`src/rtl/bin2bcd_seq.sv`:
```
// Sequential binary-to-BCD converter (shift-add-3), one input bit per clock.
// Provides a start/busy/done handshake, overflow saturation and a leading-zero mask.
module bin2bcd_seq #(
    parameter int unsigned IN_W   = 10,
    parameter int unsigned DIGITS = 4
) (
    input  logic                  clk,
    input  logic                  reset_n,
    input  logic                  start,
    input  logic [IN_W-1:0]       number,
    output logic                  busy,
    output logic                  done,
    output logic [4*DIGITS-1:0]   bcd,
    output logic                  overflow,
    output logic [DIGITS-1:0]     lz_mask
);

    localparam int unsigned BW = 4 * DIGITS;
    localparam int unsigned CW = $clog2(IN_W + 1);

    localparam logic [CW-1:0]     LAST_CNT  = CW'(IN_W - 1);
    localparam logic [BW-1:0]     ALL_NINES = {DIGITS{4'h9}};
    localparam logic [DIGITS-1:0] LZ_RESET  = {DIGITS{1'b1}} ^ DIGITS'(1);

    typedef enum logic [1:0] {
        StIdle,
        StShift,
        StDone
    } state_e;

    state_e              state_q, state_d;
    logic [IN_W-1:0]     shreg_q, shreg_d;
    logic [BW-1:0]       scratch_q, scratch_d;
    logic                ovf_q, ovf_d;
    logic [CW-1:0]       cnt_q, cnt_d;
    logic                done_q, done_d;
    logic [BW-1:0]       bcd_q, bcd_d;
    logic                overflow_q, overflow_d;
    logic [DIGITS-1:0]   lz_q, lz_d;

    logic [BW-1:0]       adj;
    logic [BW+IN_W-1:0]  shifted;

    // Bit i set when digits DIGITS-1..i are all zero; digit 0 is never masked.
    function automatic logic [DIGITS-1:0] lz_of(input logic [BW-1:0] v);
        logic              run;
        logic [DIGITS-1:0] m;
        m   = '0;
        run = 1'b1;
        for (int i = int'(DIGITS) - 1; i >= 1; i--) begin
            run  = run & (v[4*i +: 4] == 4'd0);
            m[i] = run;
        end
        return m;
    endfunction

    // Per-digit add-3 correction, no carry between digits.
    always_comb begin
        adj = scratch_q;
        for (int i = 0; i < int'(DIGITS); i++) begin
            if (scratch_q[4*i +: 4] >= 4'd5) begin
                adj[4*i +: 4] = scratch_q[4*i +: 4] + 4'd3;
            end
        end
        shifted = {adj, shreg_q} << 1;
    end

    always_comb begin
        state_d    = state_q;
        shreg_d    = shreg_q;
        scratch_d  = scratch_q;
        ovf_d      = ovf_q;
        cnt_d      = cnt_q;
        done_d     = 1'b0;
        bcd_d      = bcd_q;
        overflow_d = overflow_q;
        lz_d       = lz_q;

        unique case (state_q)
            StIdle: begin
                if (start) begin
                    shreg_d   = number;
                    scratch_d = '0;
                    ovf_d     = 1'b0;
                    cnt_d     = '0;
                    state_d   = StShift;
                end
            end
            StShift: begin
                scratch_d = shifted[BW+IN_W-1:IN_W];
                shreg_d   = shifted[IN_W-1:0];
                // A set bit leaving the top digit means the value no longer fits.
                if (adj[BW-1]) begin
                    ovf_d = 1'b1;
                end
                cnt_d = cnt_q + CW'(1);
                if (cnt_q == LAST_CNT) begin
                    state_d = StDone;
                end
            end
            StDone: begin
                done_d     = 1'b1;
                overflow_d = ovf_q;
                bcd_d      = ovf_q ? ALL_NINES : scratch_q;
                lz_d       = ovf_q ? '0 : lz_of(scratch_q);
                state_d    = StIdle;
            end
            default: begin
                state_d = StIdle;
            end
        endcase
    end

    always_ff @(posedge clk) begin
        if (!reset_n) begin
            state_q    <= StIdle;
            shreg_q    <= '0;
            scratch_q  <= '0;
            ovf_q      <= 1'b0;
            cnt_q      <= '0;
            done_q     <= 1'b0;
            bcd_q      <= '0;
            overflow_q <= 1'b0;
            lz_q       <= LZ_RESET;
        end else begin
            state_q    <= state_d;
            shreg_q    <= shreg_d;
            scratch_q  <= scratch_d;
            ovf_q      <= ovf_d;
            cnt_q      <= cnt_d;
            done_q     <= done_d;
            bcd_q      <= bcd_d;
            overflow_q <= overflow_d;
            lz_q       <= lz_d;
        end
    end

    assign busy     = (state_q != StIdle);
    assign done     = done_q;
    assign bcd      = bcd_q;
    assign overflow = overflow_q;
    assign lz_mask  = lz_q;

endmodule

```
`config.mk`:
```
export PLATFORM = sky130hd
export DESIGN_NAME = bin2bcd_seq
export DESIGN_NICKNAME = d
export VERILOG_FILES = /design/src/rtl/bin2bcd_seq.sv
export SDC_FILE = /design/constraint.sdc
export NUM_CORES = 1
export LEC_CHECK = 0
export CAP_MARGIN = 25
export CORE_AREA = 2 2 78 80
export DETAILED_ROUTE_END_ITERATION = 10
export DIE_AREA = 0 0 80 82
export PLACE_DENSITY = 0.77
export SETUP_SLACK_MARGIN = 0.2
export SLEW_MARGIN = 20
export SYNTH_ARGS = -nofsm -noshare
export SYNTH_HDL_FRONTEND = slang
export SYNTH_SLANG_ARGS = --single-unit
```
`constraint.sdc`:
```
create_clock -name clk -period 2.7 [get_ports clk]
set_clock_uncertainty 0.15 [all_clocks]
set_input_delay 0.27 -clock clk [delete_from_list [all_inputs] [get_ports clk]]
set_output_delay 0.27 -clock clk [all_outputs]
set_load 0.01 [all_outputs]
```
==> metrics.txt, run 1 <==
# TYPE chip_impl_metric gauge
chip_impl_metric{name="vias_in_the_first_global_route",unit=""} 1963
chip_impl_metric{name="ctsHtreeMaxLevel",unit=""} 2
chip_impl_metric{name="worst_slew_pin_slew",unit="ns"} 0.799
chip_impl_info{name="synthTopCellsByCount",value="dfxtp_1, nand2_1, nor2_1"} 1
chip_impl_metric{name="grt_pass1_wl",unit="um"} 8810
chip_impl_info{name="synthTopCellsByArea",value="dfxtp_1, nand2_1, ha_1, a21boi_1, a21oi_1"} 1
chip_impl_metric{name="antenna_found_initial",unit=""} 0
chip_impl_metric{name="crit_arrival",unit="ns"} 1.72
chip_impl_metric{name="portBuffers",unit=""} 34
chip_impl_metric{name="avgRoutedWirePerCell",unit="um"} 13.2
chip_impl_metric{name="totalNegativeSetupSlack",unit="ns"} 0
chip_impl_metric{name="finalCoreUtilization",unit="%"} 53.3
chip_impl_metric{name="max-clock-path-buffers",unit=""} 2
chip_impl_metric{name="num_vias",unit=""} 2108
chip_impl_metric{name="power.leakage",unit="uW"} 0.00116
chip_impl_metric{name="period_share",unit="%"} 79.4
chip_impl_metric{name="die_h",unit="um"} 82
chip_impl_metric{name="gr-total-overflow",unit=""} 0
chip_impl_metric{name="dpl.hpwl",unit="um"} 3860
chip_impl_metric{name="final_hold_slack",unit="ns"} 0.309
chip_impl_metric{name="netlist-cell-type-count",unit=""} 38
chip_impl_metric{name="globalRouteTotalUtil",unit="%"} 17.0
chip_impl_metric{name="drt_iter0_markers",unit=""} 102
chip_impl_metric{name="post_layout_nets",unit=""} 354
chip_impl_metric{name="route.final.wire_length",unit="um"} 5320
chip_impl_metric{name="critPathMaxFanout",unit=""} 19
chip_impl_metric{name="antenna_cells",unit=""} 0
chip_impl_metric{name="stdcell_area",unit="um^2"} 3060
chip_impl_info{name="setup_repair_after_global_routing_missed_its_margin",value="no"} 1
chip_impl_metric{name="final_layout_size_suffix_gt1_share",unit="%"} 5.47
chip_impl_metric{name="detail_route.first_pass.iterations",unit=""} 4
chip_impl_metric{name="yosysWarnings",unit=""} 0
chip_impl_metric{name="placed_cells",unit=""} 396
chip_impl_info{name="crit_path_start_kind",value="flip-flop"} 1
chip_impl_metric{name="postSynthAreaPerCell",unit="um^2"} 8.49
chip_impl_info{name="hold_path_class",value="flip-flop to flip-flop"} 1
chip_impl_info{name="cts_tree",value="done"} 1
chip_impl_metric{name="dr_vias_cell",unit=""} 5.22
chip_impl_metric{name="number_of_enable_type_register_cells_in_the_synthesized_netlist",unit=""} 0
chip_impl_metric{name="finalWeightedCongestion",unit=""} 0.819
chip_impl_metric{name="fillerInstances",unit=""} 544
chip_impl_metric{name="critPathRequiredTime",unit="ns"} 2.28
chip_impl_metric{name="syn-instance-count",unit=""} 305
chip_impl_metric{name="fp-row-count",unit=""} 28
chip_impl_metric{name="number_of_storage_elements_in_the_synthesis_netlist",unit=""} 54
chip_impl_info{name="status",value="finished clean"} 1
chip_impl_metric{name="die_w",unit="um"} 80
chip_impl_metric{name="ant_nets",unit=""} 0
chip_impl_info{name="worst-setup-path-type",value="flip-flop to output pin"} 1
chip_impl_metric{name="post_cts_resized",unit=""} 0
chip_impl_metric{name="powerDensity",unit="nW/um^2"} 501
chip_impl_metric{name="layout_overhead_on_the_synthesized_area",unit="%"} 18.2
chip_impl_metric{name="ios",unit=""} 36
chip_impl_metric{name="synth_sequential_area_ratio",unit="%"} 41.7
chip_impl_metric{name="maxClockFrequency",unit="MHz"} 466
chip_impl_metric{name="detail_route.drc_violations",unit=""} 0
chip_impl_metric{name="cts_num_sinks",unit=""} 54
chip_impl_metric{name="clkTransAtPathRegs",unit="ns"} 0.10
chip_impl_metric{name="syn-num-nets",unit=""} 331
chip_impl_metric{name="cts.hold.buffers_added",unit=""} 0
chip_impl_metric{name="dieArea",unit="um^2"} 6560
chip_impl_metric{name="slew_viol_final",unit=""} 0
chip_impl_info{name="critPathCaptureType",value="output pin"} 1
chip_impl_metric{name="finalNonFillerCells",unit=""} 404
chip_impl_metric{name="synth_top_cell_area_share",unit="%"} 41.7
chip_impl_metric{name="maxCapViolCount",unit=""} 0
chip_impl_metric{name="tritoncts.num_buffers",unit=""} 5
chip_impl_metric{name="post-cts-setup-buffer-count",unit=""} 0
chip_impl_metric{name="final-hold-violation-count",unit=""} 0
chip_impl_info{name="ctsRootBufferMaster",value="clkbuf_8"} 1
chip_impl_info{name="commonest_register_cell_after_synthesis",value="dfxtp_1"} 1
chip_impl_metric{name="worstSkewPairLatency",unit="ns"} 0.31
chip_impl_metric{name="placement.cell_area",unit="um^2"} 2940
chip_impl_info{name="synth.most_common_cell",value="dfxtp_1"} 1
chip_impl_metric{name="initial_core_utilization",unit="%"} 45.1
chip_impl_info{name="synth_largest_area_cell",value="dfxtp_1"} 1
chip_impl_metric{name="final-setup-viol-count",unit=""} 0
chip_impl_metric{name="relSlewSlack",unit="%"} 46.8
chip_impl_metric{name="power.ir.vdd_worst",unit="V"} 0.000252
chip_impl_metric{name="design.core.area",unit="um^2"} 5750
chip_impl_metric{name="mappedNetlistArea",unit="um^2"} 2590
chip_impl_metric{name="asyncSetResetFlopFracSynth",unit="%"} 0
chip_impl_metric{name="grt_start_max_net_pins",unit=""} 25
chip_impl_metric{name="finalCriticalPeriod",unit="ns"} 2.14
-- flip-flops by register name, summed over array words and instances, names as in the netlist --
register / flops
scratch_q: 16
state_q: 2
cnt_q: 4
ovf_q: 1
bcd: 16
overflow: 1
done: 1
lz_mask: 3
shreg_q: 10
-- critical path, stage by stage, from the launching register on --
cell and delay, ns:
dfxtp_1 0.68, nor2_1 0.14, inv_1 0.08, clkdlybuf4s50_1 0.52
-- final timing paths --
path	start	slack [ns]	to	depth (start not counted)
setup / recovery	state_q[0]	0.56	busy	3
hold / removal	bcd[2]	0.31	bcd[2]	2
setup reg to reg	state_q[0]	0.64	scratch_q[4]	3
hold reg to reg	bcd[2]	0.31	bcd[2]	2
-- cell families after synthesis --
family,share of synthesized area [%]
AO/OA/AOI/OAI,17.6
XOR/XNOR,2.03
adder cells (fa/ha/maj),6.28
buffers and inverters,5.70
flip-flops,41.7
multiplexers,1.74
other,0.145
AND/OR/NAND/NOR,24.8
-- layout by cell type (no fill, tap or decap), types with 2 or more instances in the layout --
cell,Yosys,routed
a21boi_1,12,12
ha_1,13,13
mux2_2,4,4
clkdlybuf4s50_1,0,34
o211a_1,6,6
nand3b_1,5,5
inv_1,10,10
and2_1,4,4
dfxtp_1,54,54
clkbuf_8,0,5
nor4b_1,2,2
nor3_1,10,10
o21a_1,2,2
o21ai_0,7,7
o21ai_1,14,14
nor3b_1,11,11
nand3_1,11,11
xnor2_1,5,5
nor2b_1,7,7
nand2b_1,7,7
a21oi_1,17,17
or3_1,4,4
nand2_1,44,44
o221a_1,4,4
buf_4,3,4
nor2_1,18,18
-- through the flow --
stage	setup WS (ns)	total power (uW)
after global placement	0.714	987
after floorplan	1.11	951
after detailed placement	0.646	992
after global routing	0.447	1590
final	0.556	1530
after CTS	0.538	1540
-- routing by layer --
metal	part of all wire (%)	vias up	routed length (um)	GRT usage, %
li1	-	1078	-	-
met1	47	972	2480	21.5
met2	47	45	2520	28.3
met3	4.2	13	225	3.52
met4	1.7	0	93	6.78
met5	0	-	0	0
-- area by class of cell --
| cell class | count | area [um^2] | area share (%) |
|---|---|---|---|
| clock inverters | 3 | 47.5 | 1.55 |
| inverters | 10 | 37.5 | 1.23 |
| repair buffers | 38 | 370 | 12.1 |
| flip-flops and latches | 54 | 1080 | 35.3 |
| well taps | 75 | 93.8 | 3.07 |
| multi-input cells | 219 | 1360 | 44.5 |
| clock buffers | 5 | 68.8 | 2.25 |
-- power by group --
part	internal, uW	total, uW	switching (uW)	leakage (uW)
Sequential	818	842	24.3	0.000439
Clock	281	558	276	0.0000587
Combinational	66.0	132	66.4	0.000662
Note: power is estimated with default switching activity, not from simulation.
==> inputs of run 2 (changes only) <==
Clock period 2.7 ns to 2 ns, I/O delays scaled along.
==> run 2 against run 1 <==
Sequential share of layout area is 0.79 points lower. Hold slack worse by 0.0045 ns. Total power is 34% higher. Largest power group unchanged.
==> metrics.txt, run 2 (same netlist as run 1, synthesis figures left out) <==
# TYPE chip_impl_metric gauge
chip_impl_info{name="regToRegEndpoint",value="scratch_q[10]"} 1
chip_impl_metric{name="design.core.area",unit="um^2"} 5750
chip_impl_info{name="regToRegStartpoint",value="scratch_q[8]"} 1
chip_impl_metric{name="vias_in_the_first_global_route",unit=""} 2028
chip_impl_metric{name="placement.setup.worst_slack",unit="ns"} 0.231
chip_impl_metric{name="grt_start_max_net_pins",unit=""} 22
chip_impl_metric{name="powerDensity",unit="nW/um^2"} 653
chip_impl_metric{name="finalWeightedCongestion",unit=""} 0.827
chip_impl_metric{name="dpl.hpwl",unit="um"} 3990
chip_impl_metric{name="antenna_cells",unit=""} 0
chip_impl_metric{name="grt_pass1_wl",unit="um"} 9170
chip_impl_metric{name="power.share.clock",unit="%"} 35.5
chip_impl_metric{name="tritoncts.num_buffers",unit=""} 5
chip_impl_info{name="crit_slowest_cell",value="dfxtp_1"} 1
chip_impl_metric{name="drt_iter0_markers",unit=""} 121
chip_impl_metric{name="max-clock-path-buffers",unit=""} 2
chip_impl_metric{name="route.final.wire_length",unit="um"} 5540
chip_impl_info{name="setup_repair_after_global_routing_missed_its_margin",value="yes"} 1
chip_impl_metric{name="timing.reg2reg.worst_path_depth",unit=""} 6
chip_impl_info{name="worst-setup-path-type",value="flip-flop to flip-flop"} 1
chip_impl_info{name="min_to",value="bcd[5]"} 1
chip_impl_metric{name="dr_vias_cell",unit=""} 5.20
chip_impl_metric{name="final-hold-violation-count",unit=""} 0
chip_impl_info{name="status",value="finished clean"} 1
chip_impl_metric{name="placed_cells",unit=""} 406
chip_impl_info{name="list_of_cells_traversed_by_the_critical_path",value="inv_1, ha_1, nand2b_1, a21oi_2, mux2_2, o21ai_1"} 1
chip_impl_metric{name="crit_arrival",unit="ns"} 1.84
chip_impl_metric{name="clkTransAtPathRegs",unit="ns"} 0.10
chip_impl_metric{name="seqPwrFrac",unit="%"} 55.0
chip_impl_metric{name="cts_num_sinks",unit=""} 54
chip_impl_metric{name="finalCriticalPeriod",unit="ns"} 1.75
chip_impl_metric{name="ctsHtreeMaxLevel",unit=""} 2
chip_impl_metric{name="worstSkewPairLatency",unit="ns"} 0.31
chip_impl_metric{name="die_w",unit="um"} 80
chip_impl_info{name="most_common_library_cell_in_the_layout_ignoring_fill_and_taps",value="dfxtp_1"} 1
chip_impl_metric{name="layout_overhead_on_the_synthesized_area",unit="%"} 21.7
chip_impl_metric{name="ios",unit=""} 36
chip_impl_metric{name="post-cts-setup-buffer-count",unit=""} 0
chip_impl_metric{name="num_vias",unit=""} 2151
chip_impl_metric{name="detail_route.first_pass.iterations",unit=""} 4
chip_impl_info{name="cts_tree",value="done"} 1
chip_impl_metric{name="power_switching",unit="uW"} 485
chip_impl_metric{name="power.ir.vdd_worst",unit="V"} 0.000411
chip_impl_info{name="hold_path_class",value="flip-flop to flip-flop"} 1
chip_impl_metric{name="power.combinational.fraction",unit="%"} 9.4
chip_impl_metric{name="worstHoldPathCells",unit=""} 2
chip_impl_metric{name="worst_slew_pin_slew",unit="ns"} 0.518
chip_impl_metric{name="ant_nets",unit=""} 0
chip_impl_metric{name="period_share",unit="%"} 87.4
chip_impl_metric{name="final_hold_slack",unit="ns"} 0.305
chip_impl_metric{name="avgRoutedWirePerCell",unit="um"} 13.4
chip_impl_metric{name="dieArea",unit="um^2"} 6560
chip_impl_metric{name="power.leakage",unit="uW"} 0.00120
chip_impl_metric{name="portBuffers",unit=""} 34
chip_impl_metric{name="antenna_found_initial",unit=""} 0
chip_impl_metric{name="totalNegativeSetupSlack",unit="ns"} 0
chip_impl_metric{name="final-setup-viol-count",unit=""} 0
chip_impl_metric{name="setup_slack_reg_to_reg",unit="ns"} 0.25
chip_impl_metric{name="die_h",unit="um"} 82
chip_impl_metric{name="finalNonFillerCells",unit=""} 414
chip_impl_metric{name="initial_core_utilization",unit="%"} 45.1
chip_impl_info{name="crit_path_start_kind",value="flip-flop"} 1
chip_impl_metric{name="critical_path.max_stage_delay",unit="ns"} 0.37
chip_impl_metric{name="critPathRequiredTime",unit="ns"} 2.09
chip_impl_info{name="ctsRootBufferMaster",value="clkbuf_8"} 1
chip_impl_metric{name="final_layout_size_suffix_gt1_share",unit="%"} 10.0
chip_impl_metric{name="maxClockFrequency",unit="MHz"} 572
chip_impl_metric{name="critPathMaxFanout",unit=""} 4
chip_impl_metric{name="maxCapViolCount",unit=""} 0
chip_impl_metric{name="swShare",unit="%"} 23.5
chip_impl_metric{name="fp-row-count",unit=""} 28
chip_impl_metric{name="slew_viol_final",unit=""} 0
chip_impl_info{name="most-common-layout-cells",value="dfxtp_1, nand2_1, clkdlybuf4s50_1"} 1
chip_impl_metric{name="cell_internal_pwr",unit="uW"} 1570
chip_impl_metric{name="layout_setup_ws",unit="ns"} 0.252
chip_impl_metric{name="globalRouteTotalUtil",unit="%"} 17.9
chip_impl_metric{name="post_layout_nets",unit=""} 364
chip_impl_metric{name="gr-total-overflow",unit=""} 0
chip_impl_info{name="min_delay_startpoint",value="bcd[5]"} 1
chip_impl_metric{name="relSlewSlack",unit="%"} 65.5
chip_impl_metric{name="detail_route.drc_violations",unit=""} 0
chip_impl_metric{name="finalCoreUtilization",unit="%"} 54.9
chip_impl_info{name="critPathCaptureType",value="flip-flop"} 1
run 2: layout make-up:
type	instances	area [um^2]
fill	564	2590
clock inverter	2	37.5
sequential	54	1090
clock buffer	6	72.6
inverter	10	37.5
timing repair buffer	48	445
tap	75	93.8
multi-input combinational	219	1380
run 2: worst max path at each step:
stage	end	cells after the start	slack, ns	startpoint
final	scratch_q[10]	6	0.25	scratch_q[8]
after global routing	scratch_q[10]	6	0.15	scratch_q[9]
after CTS	busy	3	0.21	state_q[1]
after detailed placement	cnt_q[1]	6	0.23	start
after global placement	cnt_q[1]	6	0.27	start
after floorplan	scratch_q[2]	6	0.41	scratch_q[1]
run 2: stage by stage:
stage                     instance area (um^2)  total power [uW]
final                                     3150              2060
after CTS                                 3130              2070
after floorplan                           2590              1280
after global placement                    3020              1340
after detailed placement                  3020              1350
after global routing                      3150              2140
run 2: critical path, delay by kind of cell, from the launching register on:
kind	cells	cell delay [ns]
simple gates	1	0.10
flops	1	0.37
mux	1	0.35
compound gates	2	0.32
buf+inv	1	0.17
fa+ha+maj	1	0.22
run 2: repair_timing:
item | CTS | global route
hold buffers | 0 | 0
gates resized for setup | 3 | 6
pin swaps | 0 | 2
endpoints found under the setup margin | 2 | 5
run 2: power groups by stage:
| stage | Combinational [uW] | Sequential [uW] | Clock, uW |
|---|---|---|---|
| global route | 217 | 1140 | 788 |
| finish | 194 | 1130 | 731 |
| floorplan | 138 | 1150 | 0 |
| global placement | 188 | 1160 | 0 |
| detailed placement | 192 | 1160 | 0 |
| CTS | 193 | 1130 | 747 |
run 2: routing by layer:
layer	share of wire, %	vias up	global-route usage (%)
met5	0	-	0
met4	1.1	0	6.10
met3	4.7	6	3.52
met2	47	50	30.7
met1	47	993	22.5
li1	-	1102	-
==> inputs of run 3 (changes only) <==
Settings changed: GPL_TIMING_DRIVEN set to 0.
==> run 3 against run 2 <==
Fmax grew 1.9%. Final area shrank 1.2%. Worst setup slack gained 0.032 ns. Clock power shrank 17%. Sequential share of layout area grew 0.16 points. Global-route usage grew 0.22 points. Via count grew 1.7%. Combinational power grew 3%. Critical path type unchanged. Largest power group unchanged.
==> metrics.txt, run 3 (same netlist as run 1, synthesis figures left out) <==
# TYPE chip_impl_metric gauge
chip_impl_metric{name="portBuffers",unit=""} 32
chip_impl_info{name="ctsRootBufferMaster",value="clkbuf_8"} 1
chip_impl_info{name="worst-setup-path-type",value="flip-flop to flip-flop"} 1
chip_impl_info{name="most_common_library_cell_in_the_layout_ignoring_fill_and_taps",value="dfxtp_1"} 1
chip_impl_metric{name="clkTransAtPathRegs",unit="ns"} 0.10
chip_impl_metric{name="design.core.area",unit="um^2"} 5750
chip_impl_metric{name="tritoncts.num_buffers",unit=""} 5
chip_impl_metric{name="antenna_found_initial",unit=""} 0
chip_impl_info{name="status",value="finished clean"} 1
chip_impl_metric{name="die_h",unit="um"} 82
chip_impl_metric{name="num_vias",unit=""} 2188
chip_impl_metric{name="slew_viol_final",unit=""} 0
chip_impl_info{name="critPathCaptureType",value="flip-flop"} 1
chip_impl_metric{name="ant_nets",unit=""} 0
chip_impl_metric{name="final-setup-viol-count",unit=""} 0
chip_impl_metric{name="fp-row-count",unit=""} 28
chip_impl_metric{name="layout_setup_ws",unit="ns"} 0.284
chip_impl_metric{name="avgRoutedWirePerCell",unit="um"} 13.2
chip_impl_metric{name="maxCapViolCount",unit=""} 0
chip_impl_metric{name="final-hold-violation-count",unit=""} 0
chip_impl_info{name="crit_path_start_kind",value="flip-flop"} 1
chip_impl_metric{name="layout_overhead_on_the_synthesized_area",unit="%"} 20.3
chip_impl_metric{name="gr-total-overflow",unit=""} 0
chip_impl_info{name="list_of_cells_traversed_by_the_critical_path",value="inv_1, ha_1, nand2b_1, a21oi_2, mux2_2, o21ai_1"} 1
chip_impl_metric{name="worst-path-buf-inv",unit=""} 1
chip_impl_metric{name="cts.hold.buffers_added",unit=""} 0
chip_impl_metric{name="critPathRequiredTime",unit="ns"} 2.10
chip_impl_metric{name="drt_iter0_markers",unit=""} 108
chip_impl_metric{name="post_layout_nets",unit=""} 370
chip_impl_metric{name="route.final.wire_length",unit="um"} 5550
chip_impl_metric{name="detail_route.drc_violations",unit=""} 0
chip_impl_metric{name="dieArea",unit="um^2"} 6560
chip_impl_metric{name="final_layout_size_suffix_gt1_share",unit="%"} 9.86
chip_impl_metric{name="totalNegativeSetupSlack",unit="ns"} 0
chip_impl_metric{name="ios",unit=""} 36
chip_impl_metric{name="placed_cells",unit=""} 412
chip_impl_info{name="cts_tree",value="done"} 1
chip_impl_info{name="crit_slowest_cell",value="dfxtp_1"} 1
chip_impl_metric{name="finalCriticalPeriod",unit="ns"} 1.72
chip_impl_metric{name="maxClockFrequency",unit="MHz"} 583
chip_impl_metric{name="initial_core_utilization",unit="%"} 45.1
chip_impl_metric{name="worst_slew_pin_slew",unit="ns"} 0.503
chip_impl_metric{name="cts_num_sinks",unit=""} 54
chip_impl_info{name="most-common-layout-cells",value="dfxtp_1, nand2_1, clkdlybuf4s50_1"} 1
chip_impl_metric{name="ctsHtreeMaxLevel",unit=""} 2
chip_impl_metric{name="vias_in_the_first_global_route",unit=""} 2032
chip_impl_metric{name="grt_start_max_net_pins",unit=""} 17
chip_impl_metric{name="detail_route.first_pass.iterations",unit=""} 4
chip_impl_metric{name="power.ir.vdd_worst",unit="V"} 0.000474
chip_impl_metric{name="worstSkewPairLatency",unit="ns"} 0.31
chip_impl_metric{name="finalNonFillerCells",unit=""} 420
chip_impl_metric{name="finalCoreUtilization",unit="%"} 54.2
chip_impl_metric{name="dr_vias_cell",unit=""} 5.21
chip_impl_metric{name="period_share",unit="%"} 85.8
chip_impl_info{name="hold_path_class",value="input pin to flip-flop"} 1
chip_impl_metric{name="power.leakage",unit="uW"} 0.00120
chip_impl_metric{name="die_w",unit="um"} 80
chip_impl_info{name="setup_repair_after_global_routing_missed_its_margin",value="no"} 1
chip_impl_metric{name="critPathMaxFanout",unit=""} 4
chip_impl_metric{name="dpl.hpwl",unit="um"} 4090
chip_impl_metric{name="critical_path.max_stage_delay",unit="ns"} 0.36
chip_impl_metric{name="max-clock-path-buffers",unit=""} 2
chip_impl_metric{name="powerDensity",unit="nW/um^2"} 621
chip_impl_metric{name="post-cts-setup-buffer-count",unit=""} 0
chip_impl_metric{name="placement.setup.worst_slack",unit="ns"} 0.250
chip_impl_metric{name="finalWeightedCongestion",unit=""} 0.895
chip_impl_metric{name="relSlewSlack",unit="%"} 66.5
chip_impl_metric{name="grt_pass1_wl",unit="um"} 9400
chip_impl_info{name="critical_path.top_delay_family",value="flip-flops"} 1
chip_impl_metric{name="globalRouteTotalUtil",unit="%"} 18.1
chip_impl_metric{name="antenna_cells",unit=""} 0
chip_impl_metric{name="crit_arrival",unit="ns"} 1.82
chip_impl_metric{name="power",unit="uW"} 1930
chip_impl_metric{name="fillerInstances",unit=""} 566
==> run 3: what timing repair did <==
item | 4_1_cts | 5_1_grt
gates resized for setup | 4 | 5
endpoints found under the setup margin | 1 | 5
gates cloned | 0 | 0
pin swaps | 0 | 0
==> run 3: layout make-up <==
| class | instances | area (um^2) | share of cell area (%) |
|---|---|---|---|
| Inverter | 10 | 37.5 | 1.20 |
| Timing Repair Buffer | 32 | 319 | 10.2 |
| Clock inverter | 2 | 13.8 | 0.442 |
| Tap cell | 75 | 93.8 | 3.01 |
| Sequential cell | 54 | 1080 | 34.7 |
| Buffer | 22 | 119 | 3.82 |
| Clock buffer | 6 | 72.6 | 2.33 |
| Multi-Input combinational cell | 219 | 1380 | 44.3 |
==> run 3: through the flow <==
stage | instance area [um^2] | hold slack [ns]
6_report | 3120 | 0.101
3_5_place_dp | 3000 | 0.294
4_1_cts | 3100 | 0.105
3_3_place_gp | 3000 | 0.290
2_1_floorplan | 2590 | 0.285
5_1_grt | 3120 | 0.151
==> run 3: report_power, final <==
group	internal, uW	total [uW]	switching (uW)
registers	1100	1130	25.4
logic	94.9	199	104
clock network	248	607	359
total	1450	1930	488
==> run 3: worst reg2reg max path: cells and delay by family, from the launching register on <==
family,cells,cell delay [ns]
AOI/OAI and AO/OA,2,0.31
adders and majority gates,1,0.22
buffers and inverters,1,0.17
DFF,1,0.36
muxes,1,0.35
and+or+nand+nor,1,0.10
==> run 3: per-layer routing <==
layer / up-vias / track usage (%) / routed length (um)
met5: - / 0 / 0
met4: 0 / 7.12 / 121
met3: 9 / 4.29 / 276
met2: 56 / 29.5 / 2600
met1: 1012 / 23.2 / 2550
li1: 1111 / - / -
==> run 3: worst paths after layout <==
| path | from | to | slack, ns | depth (start not counted) |
|---|---|---|---|---|
| setup reg to reg | scratch_q[8] | scratch_q[10] | 0.28 | 6 |
| setup / recovery | scratch_q[8] | scratch_q[10] | 0.28 | 6 |
| hold reg to reg | bcd[1] | bcd[1] | 0.30 | 2 |
| hold / removal | reset_n | cnt_q[3] | 0.10 | 3 |
